`src/rtl/ysyx_22050598_cache_lru_table.sv`:
```
// True-LRU replacement table: one ordered recency list per set (pos 0 = MRU, pos WAYS-1 = LRU),
// with touch/demote updates, registered victim lookup and a one-set-per-cycle flush sequencer.
module ysyx_22050598_cache_lru_table #(
  parameter int WAYS = 4,
  parameter int SETS = 16,
  localparam int WAY_W = $clog2(WAYS),
  localparam int SET_W = $clog2(SETS)
) (
  input  logic             clk,
  input  logic             rst,
  input  logic             touch_vld,
  input  logic [SET_W-1:0] touch_set,
  input  logic [WAY_W-1:0] touch_way,
  input  logic             demote_vld,
  input  logic [SET_W-1:0] demote_set,
  input  logic [WAY_W-1:0] demote_way,
  input  logic             victim_req,
  input  logic [SET_W-1:0] victim_set,
  output logic             victim_vld,
  output logic [WAY_W-1:0] victim_way,
  input  logic             flush_req,
  output logic             busy
);

  typedef logic [WAYS-1:0][WAY_W-1:0] list_t;
  typedef enum logic {IDLE, FLUSH} state_t;

  list_t            lru_q [SETS];
  state_t           state_q, state_d;
  logic [SET_W-1:0] cnt_q, cnt_d;
  list_t            touch_list, demote_list;
  logic             touch_en, demote_en, victim_en;

  function automatic list_t reset_list();
    list_t r;
    for (int p = 0; p < WAYS; p++) r[p] = WAY_W'(p);
    return r;
  endfunction

  // Entries above the touched way's position slide down by one; the rest stay.
  function automatic list_t promote(input list_t l, input logic [WAY_W-1:0] w);
    list_t r;
    logic  seen;
    seen = 1'b0;
    r[0] = w;
    for (int p = 1; p < WAYS; p++) begin
      seen = seen | (l[p-1] == w);
      r[p] = seen ? l[p] : l[p-1];
    end
    return r;
  endfunction

  function automatic list_t demote(input list_t l, input logic [WAY_W-1:0] w);
    list_t r;
    logic  seen;
    seen = 1'b0;
    r[WAYS-1] = w;
    for (int p = 0; p < WAYS - 1; p++) begin
      seen = seen | (l[p] == w);
      r[p] = seen ? l[p+1] : l[p];
    end
    return r;
  endfunction

  assign busy      = (state_q == FLUSH);
  assign touch_en  = touch_vld & ~busy;
  // A same-set demote loses to the touch so the list stays a single consistent update.
  assign demote_en = demote_vld & ~busy & ~(touch_en && (touch_set == demote_set));
  assign victim_en = victim_req & ~busy;

  always_comb begin
    touch_list  = promote(lru_q[touch_set], touch_way);
    demote_list = demote(lru_q[demote_set], demote_way);
  end

  // NOTE: the table is plain flops, so it is reset with the rest; a RAM here could not be.
  always_ff @(posedge clk or negedge rst) begin
    if (!rst) begin
      for (int s = 0; s < SETS; s++) lru_q[s] <= reset_list();
    end else begin
      for (int s = 0; s < SETS; s++) begin
        if (busy && cnt_q == SET_W'(s))
          lru_q[s] <= reset_list();
        else if (touch_en && touch_set == SET_W'(s))
          lru_q[s] <= touch_list;
        else if (demote_en && demote_set == SET_W'(s))
          lru_q[s] <= demote_list;
      end
    end
  end

  always_ff @(posedge clk or negedge rst) begin
    if (!rst) begin
      victim_vld <= 1'b0;
      victim_way <= '0;
    end else begin
      victim_vld <= victim_en;
      if (victim_en) victim_way <= lru_q[victim_set][WAYS-1];
    end
  end

  always_ff @(posedge clk or negedge rst) begin
    if (!rst) begin
      state_q <= IDLE;
      cnt_q   <= '0;
    end else begin
      state_q <= state_d;
      cnt_q   <= cnt_d;
    end
  end

  // NOTE: defaults first so every path assigns state_d/cnt_d and no latch is inferred.
  always_comb begin
    state_d = state_q;
    cnt_d   = cnt_q;
    case (state_q)
      IDLE: begin
        if (flush_req) begin
          state_d = FLUSH;
          cnt_d   = '0;
        end
      end
      FLUSH: begin
        cnt_d = cnt_q + 1'b1;
        if (cnt_q == SET_W'(SETS - 1)) state_d = IDLE;
      end
      default: state_d = IDLE;
    endcase
  end

endmodule

```
`config.mk`:
```
export PLATFORM = sky130hd
export DESIGN_NAME = ysyx_22050598_cache_lru_table
export DESIGN_NICKNAME = d
export VERILOG_FILES = /design/src/rtl/ysyx_22050598_cache_lru_table.sv
export SDC_FILE = /design/constraint.sdc
export NUM_CORES = 1
export LEC_CHECK = 0
export CAP_MARGIN = 20
export CELL_PAD_IN_SITES_DETAIL_PLACEMENT = 0
export CELL_PAD_IN_SITES_GLOBAL_PLACEMENT = 1
export CORE_MARGIN = 2
export CORE_UTILIZATION = 35
export CTS_BUF_LIST = sky130_fd_sc_hd__clkbuf_4
export CTS_CLUSTER_SIZE = 25
export DETAILED_ROUTE_END_ITERATION = 10
export PLACE_DENSITY = 0.67
export RECOVER_POWER = 50
export SLEW_MARGIN = 10
export SYNTH_ARGS = -nofsm -noshare
export SYNTH_HDL_FRONTEND = slang
export SYNTH_SLANG_ARGS = --single-unit
```
`constraint.sdc`:
```
create_clock -name clk -period 2.9 [get_ports clk]
set_input_delay 0.58 -clock clk [delete_from_list [all_inputs] [get_ports clk]]
set_output_delay 0.58 -clock clk [all_outputs]
set_load 0.05 [all_outputs]
```
Word level (Yosys, flattened, before mapping). Cells that the tools add are included. Widths: inputs -> output; s select.

Bits in registers: 136. Latch bits: 0. RAM bits: 0. ROM bits: 0. Input port bits: 22. Output and inout bits: 4. Logic and storage cells: 274. Memories: 0.

$add $sub $neg: 1. $mul: 0. Div/mod/pow operators: 0. $lt $le $gt $ge: 3. Equal/unequal tests: 53. Shift operators: 0. Mux-type cells: 68. Bitwise logic cells: 13. Reduce and logical (&&, ||, !) cells: 68.

Operators with widths (count): $mux 8 (54); $bmux 8 s4 (3); $eq 4x4->1 const B (24); $logic_and 1x1->1 (49); $eq 4x3->1 const B (12); $reduce_bool 3->1 (16); $eq 4x2->1 const B (6); $ge 5x5->1 const B (3); $not 4->5 (3); $eq 2x2->1 (6); $eq 4x1->1 const B (3); $logic_not 4->1 (3); $mux 2 (6); $pmux 4 s2 (1); $add 4x1->4 const B (1); $and 1x1->1 (4); $eq 4x4->1 (1); $mux 4 (1); $or 1x1->1 (4); $mux 1 (2); $ne 2x2->1 const B (1); $not 1->1 (2); $pmux 1 s2 (1).

Longest topological paths before layout.
Depth after elaboration: 11. Mapped depth: 11. Mapped depth without buffers: 8.

Least setup slack after synthesis. Ideal clock, no wire load.

Path type: input to register. Start point: input demote_set[1]. End point: register lru_q[52] (netlist name). Setup time: 140 ps. Arrival time: 3353 ps. Required time: 2760 ps. Path slack: -593 ps. Cell stages on the path: 10. Buffers on the path: 3. Cell sequence: buf_6 buf_2 mux4_2 mux4_2 xnor2_1 a22oi_2 mux2_4 a311oi_4 buf_6 o221ai_2.

Cells in the longest elaborated chain, start to end: 11. Elaborated cells on any way between the ends: 20. Classes of those cells: eq/ne: 5; mux: 7; bitwise: 5; reduce/logical: 3.

Ends and longest elaborated chain: start: declaration (line 15) `input logic [SET_W-1:0] demote_set,`; $not 4->5 (implied by the code) (line 73) `demote_list = demote(lru_q[demote_set], demote_way);`; $bmux 8 s4 (line 73); $mux 8 (implied by the code) (2 in a row) (line 73); $eq 2x2->1 (line 59) `seen = seen | (l[p] == w);`; $or 1x1->1 (2 in a row) (line 59); $mux 2 (line 60) `r[p] = seen ? l[p+1] : l[p];`; $mux 8 (line 86) `else if (demote_en && demote_set == SET_W'(s))`; $mux 8 (line 84) `else if (touch_en && touch_set == SET_W'(s))`; $mux 8 (line 82) `if (busy && cnt_q == SET_W'(s))`; end signal: indexed assignment (line 83) `lru_q[s] <= reset_list();`; end signal: indexed assignment (line 85) `lru_q[s] <= touch_list;`; end signal: indexed assignment (line 87) `lru_q[s] <= demote_list;`; end: declaration (line 28) `list_t lru_q [SETS];`.

Parallel ways exist; a longest one is shown, timed or not. The select of a mux whose other input is x is not followed. A chain may end at the register's enable or synchronous reset.

Final worst setup path.
Start point: register lru_q[1] (netlist name). End point: register lru_q[44] (netlist name).

Cells in the longest elaborated chain, start to end: 10. Elaborated cells on any way between the ends: 16. Classes of those cells: eq/ne: 2; mux: 11; bitwise: 3.

Ends and longest elaborated chain (line): $bmux 8 s4 (73); $mux 8 (implied by the code) (2 in a row) (73); $eq 2x2->1 (59); $or 1x1->1 (2 in a row) (59); $mux 2 (60); $mux 8 (86); $mux 8 (*) (84); $mux 8 (*) (82).

Mark *: on every way between the ends. The rest lies on a longest branch, timed or not. The select of a mux whose other input is x is not followed.

==> key figures <==
Synthesis
  – Post-Syn Instances: 882
  – Synth cell types: 58
  – Count leader, synth: nand2_1
  – Share of synthesized registers carrying an async set or reset: 1.00
  – Top FF cell, synth: dfrtp_1
  – Synthesized net count: 908
  – Top cell type's share of synthesized area: 0.213
  – Post-synth EDFFs: 0
  – Post-synth top cells: nand2_1, mux4_2, nor2_1, dfrtp_1, dfstp_2
  – Synth area leaders: mux4_2, dfrtp_1, dfstp_2
  – Seq/Total Area, Yosys: 0.374
  – Ys Warns: 0
  – #FFs+latches synth: 136
  – Mapped Area: 9320 um^2
  – Cell taking the most area after synthesis: mux4_2
  – Syn avg cell area: 10.6 um^2

Worst setup path
  – CP Buf/Inv Count: 1
  – WP data required: 3.36 ns
  – CP Launch Type: register
  – Worst-path cell chain: mux4_2 > mux4_2 > xnor2_2 > a22oi_2 > mux2_4 > a311oi_4 > buf_12 > o221ai_1
  – Slowest cell on crit path: mux4_2
  – Kind of critical path: reg -> reg
  – Crit-path leading delay family: multiplexers
  – Worst path arrival time: 3.48 ns
  – CP endpoint kind: register
  – CP dominant cell by count: mux4_2
  – Slowest stage delay, CP: 0.55 ns
  – Worst Path Max Fanout: 16

STA
  – Final Cycle Share: 1.04
  – Final Hold Fails: 0
  – Final setup fails: 59
  – Worst clock skew: 0.0239 ns
  – Fmax: 332 MHz
  – RSZ-0062 raised after global routing: yes
  – Setup_tns: -2.81 ns
  – Slew HR: 0.103
  – Final setup margin: -0.114 ns
  – Least-Margin Pin Slew: 1.35 ns
  – WHS: 0.530 ns
  – Minimum clock period: 3.01 ns
  – Final Max Slew Viols: 0

Routing
  – First-pass detailed-route iteration total: 9
  – 1st-iter DRT viols: 895
  – Final ANT Viol Nets: 0
  – DR DRC count: 1
  – Routed len/inst: 27.0 um
  – Total wire length: 37600 um
  – Via count: 8807
  – Via/cell ratio: 6.34

GRT
  – First-pass GRT wire length: 56900 um
  – Grt total ovfl: 0
  – Largest net degree at the start of global routing: 51
  – Antenna violations before repair: 2
  – GRT Total Usage: 0.274
  – Vias in the first global route: 8679

Cells and area
  – Final Core Density: 0.459
  – Final net count: 1066
  – Layout area overhead: 28.7%
  – Fill cells: 2515
  – Layout cells sized above 1: 0.421
  – Design Area, Final: 12000 um^2

Floorplanning
  – Die Span X: 167 um
  – Full die area: 27900 um^2
  – Row count: 59
  – Core area: 26100 um^2
  – Initial core utilization: 0.357
  – Io pins: 26
  – Vertical die dimension: 167 um

Place
  – Final GP Congestion: 0.966
  – DP HPWL: 29300 um
  – Port-buffer cells: 25
  – Dpl cell area: 11300 um^2
  – Pre-CTS WS: -0.805 ns

Outcome
  – Status: finished with violations
  – Violated checks: design-rule violations, negative setup slack

Power and ir drop
  – Pwr dens: 783 nW/um^2
  – Static leakage: 0.00464 uW
  – Max IR drop VDD: 0.305 mV

CTS
  – Num CTS Buffers: 17
  – TritonCTS clock tree: yes
  – Reg clk slew, reported paths: 0.14 ns
  – H-tree lvl count: 4
  – Clk sinks: 136
  – Clock Path Buffers: 2
  – Worst-skew pair later-pin latency: 0.59 ns
  – Root buf cell: clkbuf_4

Hold path
  – Worst Hold Class: reg -> reg

Job
  – Max_cap viols: 0
placed cells by master (no fill, tap or decap), types with 19 or more instances in the layout:
cell type	count
o211ai_1	20
nand4_1	42
dfrtp_1	71
dfstp_2	64
nand2_1	90
mux4_2	88
buf_4	154
o22ai_1	32
a21oi_1	21
nor2_1	80
nand3_1	46
a21oi_2	19
flip-flops by register name, summed over array words and instances (netlist names):
register    cells
lru_q         128
cnt_q           4
victim_vld      1
busy            1
victim_way      2
power by group:
part	leakage [uW]	switching (uW)	total [uW]	internal, uW
logic	0.00281	2330	4440	2110
registers	0.00165	693	3380	2690
clock network	0.000181	862	1570	708
metrics by stage:
step,total power (uW),cells
after floorplan,5620,882
after global placement,7320,1347
after detailed placement,7410,1347
after CTS,9210,1388
after global routing,9850,1390
final,9390,1390
kinds of logic after synthesis:
kind of cell	count (synthesis)	synth area share
multiplexers	113	0.241
flip-flops	136	0.374
XOR/XNOR	17	0.0176
adder cells (fa/ha/maj)	4	0.00537
buffers and inverters	79	0.0371
AO/OA/AOI/OAI	195	0.150
AND/OR/NAND/NOR	338	0.175
per-layer routing:
metal  vias up  track usage  wire length [um]
li1       3806            -                 -
met1      4554        0.371             15800
met2       384        0.453             18400
met3        63       0.0532              2530
met4         0       0.0764               923
met5         -            0                 0
path summary, 6_finish.rpt:
| kind | start | to | slack, ns | cells after the start |
|---|---|---|---|---|
| setup / recovery | lru_q[1]$_DFFE_PN0P_ | lru_q[44]$_DFFE_PN0P_ | -0.11 | 8 |
| hold / removal | victim_way[0]$_DFFE_PN0P_ | victim_way[0]$_DFFE_PN0P_ | 0.53 | 1 |
| setup reg to reg | lru_q[1]$_DFFE_PN0P_ | lru_q[44]$_DFFE_PN0P_ | -0.11 | 8 |
| hold reg to reg | victim_way[0]$_DFFE_PN0P_ | victim_way[0]$_DFFE_PN0P_ | 0.53 | 1 |
| max in group asynchronous | rst | lru_q[44]$_DFFE_PN0P_ | 0.54 | 3 |
| min in group asynchronous | rst | cnt_q[0]$_DFFE_PN0P_ | 0.78 | 2 |
area by class of cell:
| cell class | count | area [um^2] | area share |
|---|---|---|---|
| Clock inverter | 15 | 216 | 0.0181 |
| Timing Repair Buffer | 204 | 1840 | 0.154 |
| Antenna cell | 2 | 5.00 | 0.000417 |
| Clock buffer | 17 | 128 | 0.0106 |
| Multi-Input combinational cell | 667 | 5840 | 0.487 |
| Sequential cell | 136 | 3480 | 0.291 |
| Inverter | 14 | 52.6 | 0.00438 |
| Tap cell | 335 | 419 | 0.0350 |
what timing repair did:
item                                    in CTS  in global routing
hold buffers                                 1                  0
hold endpoints to repair                    10                  0
gates cloned                                 3                  0
buffers inserted                             6                  0
pin swaps                                    1                  1
resized for setup                           30                 16
endpoints found under the setup margin      77                 79
No activity file was read; power rests on OpenSTA's default activity.
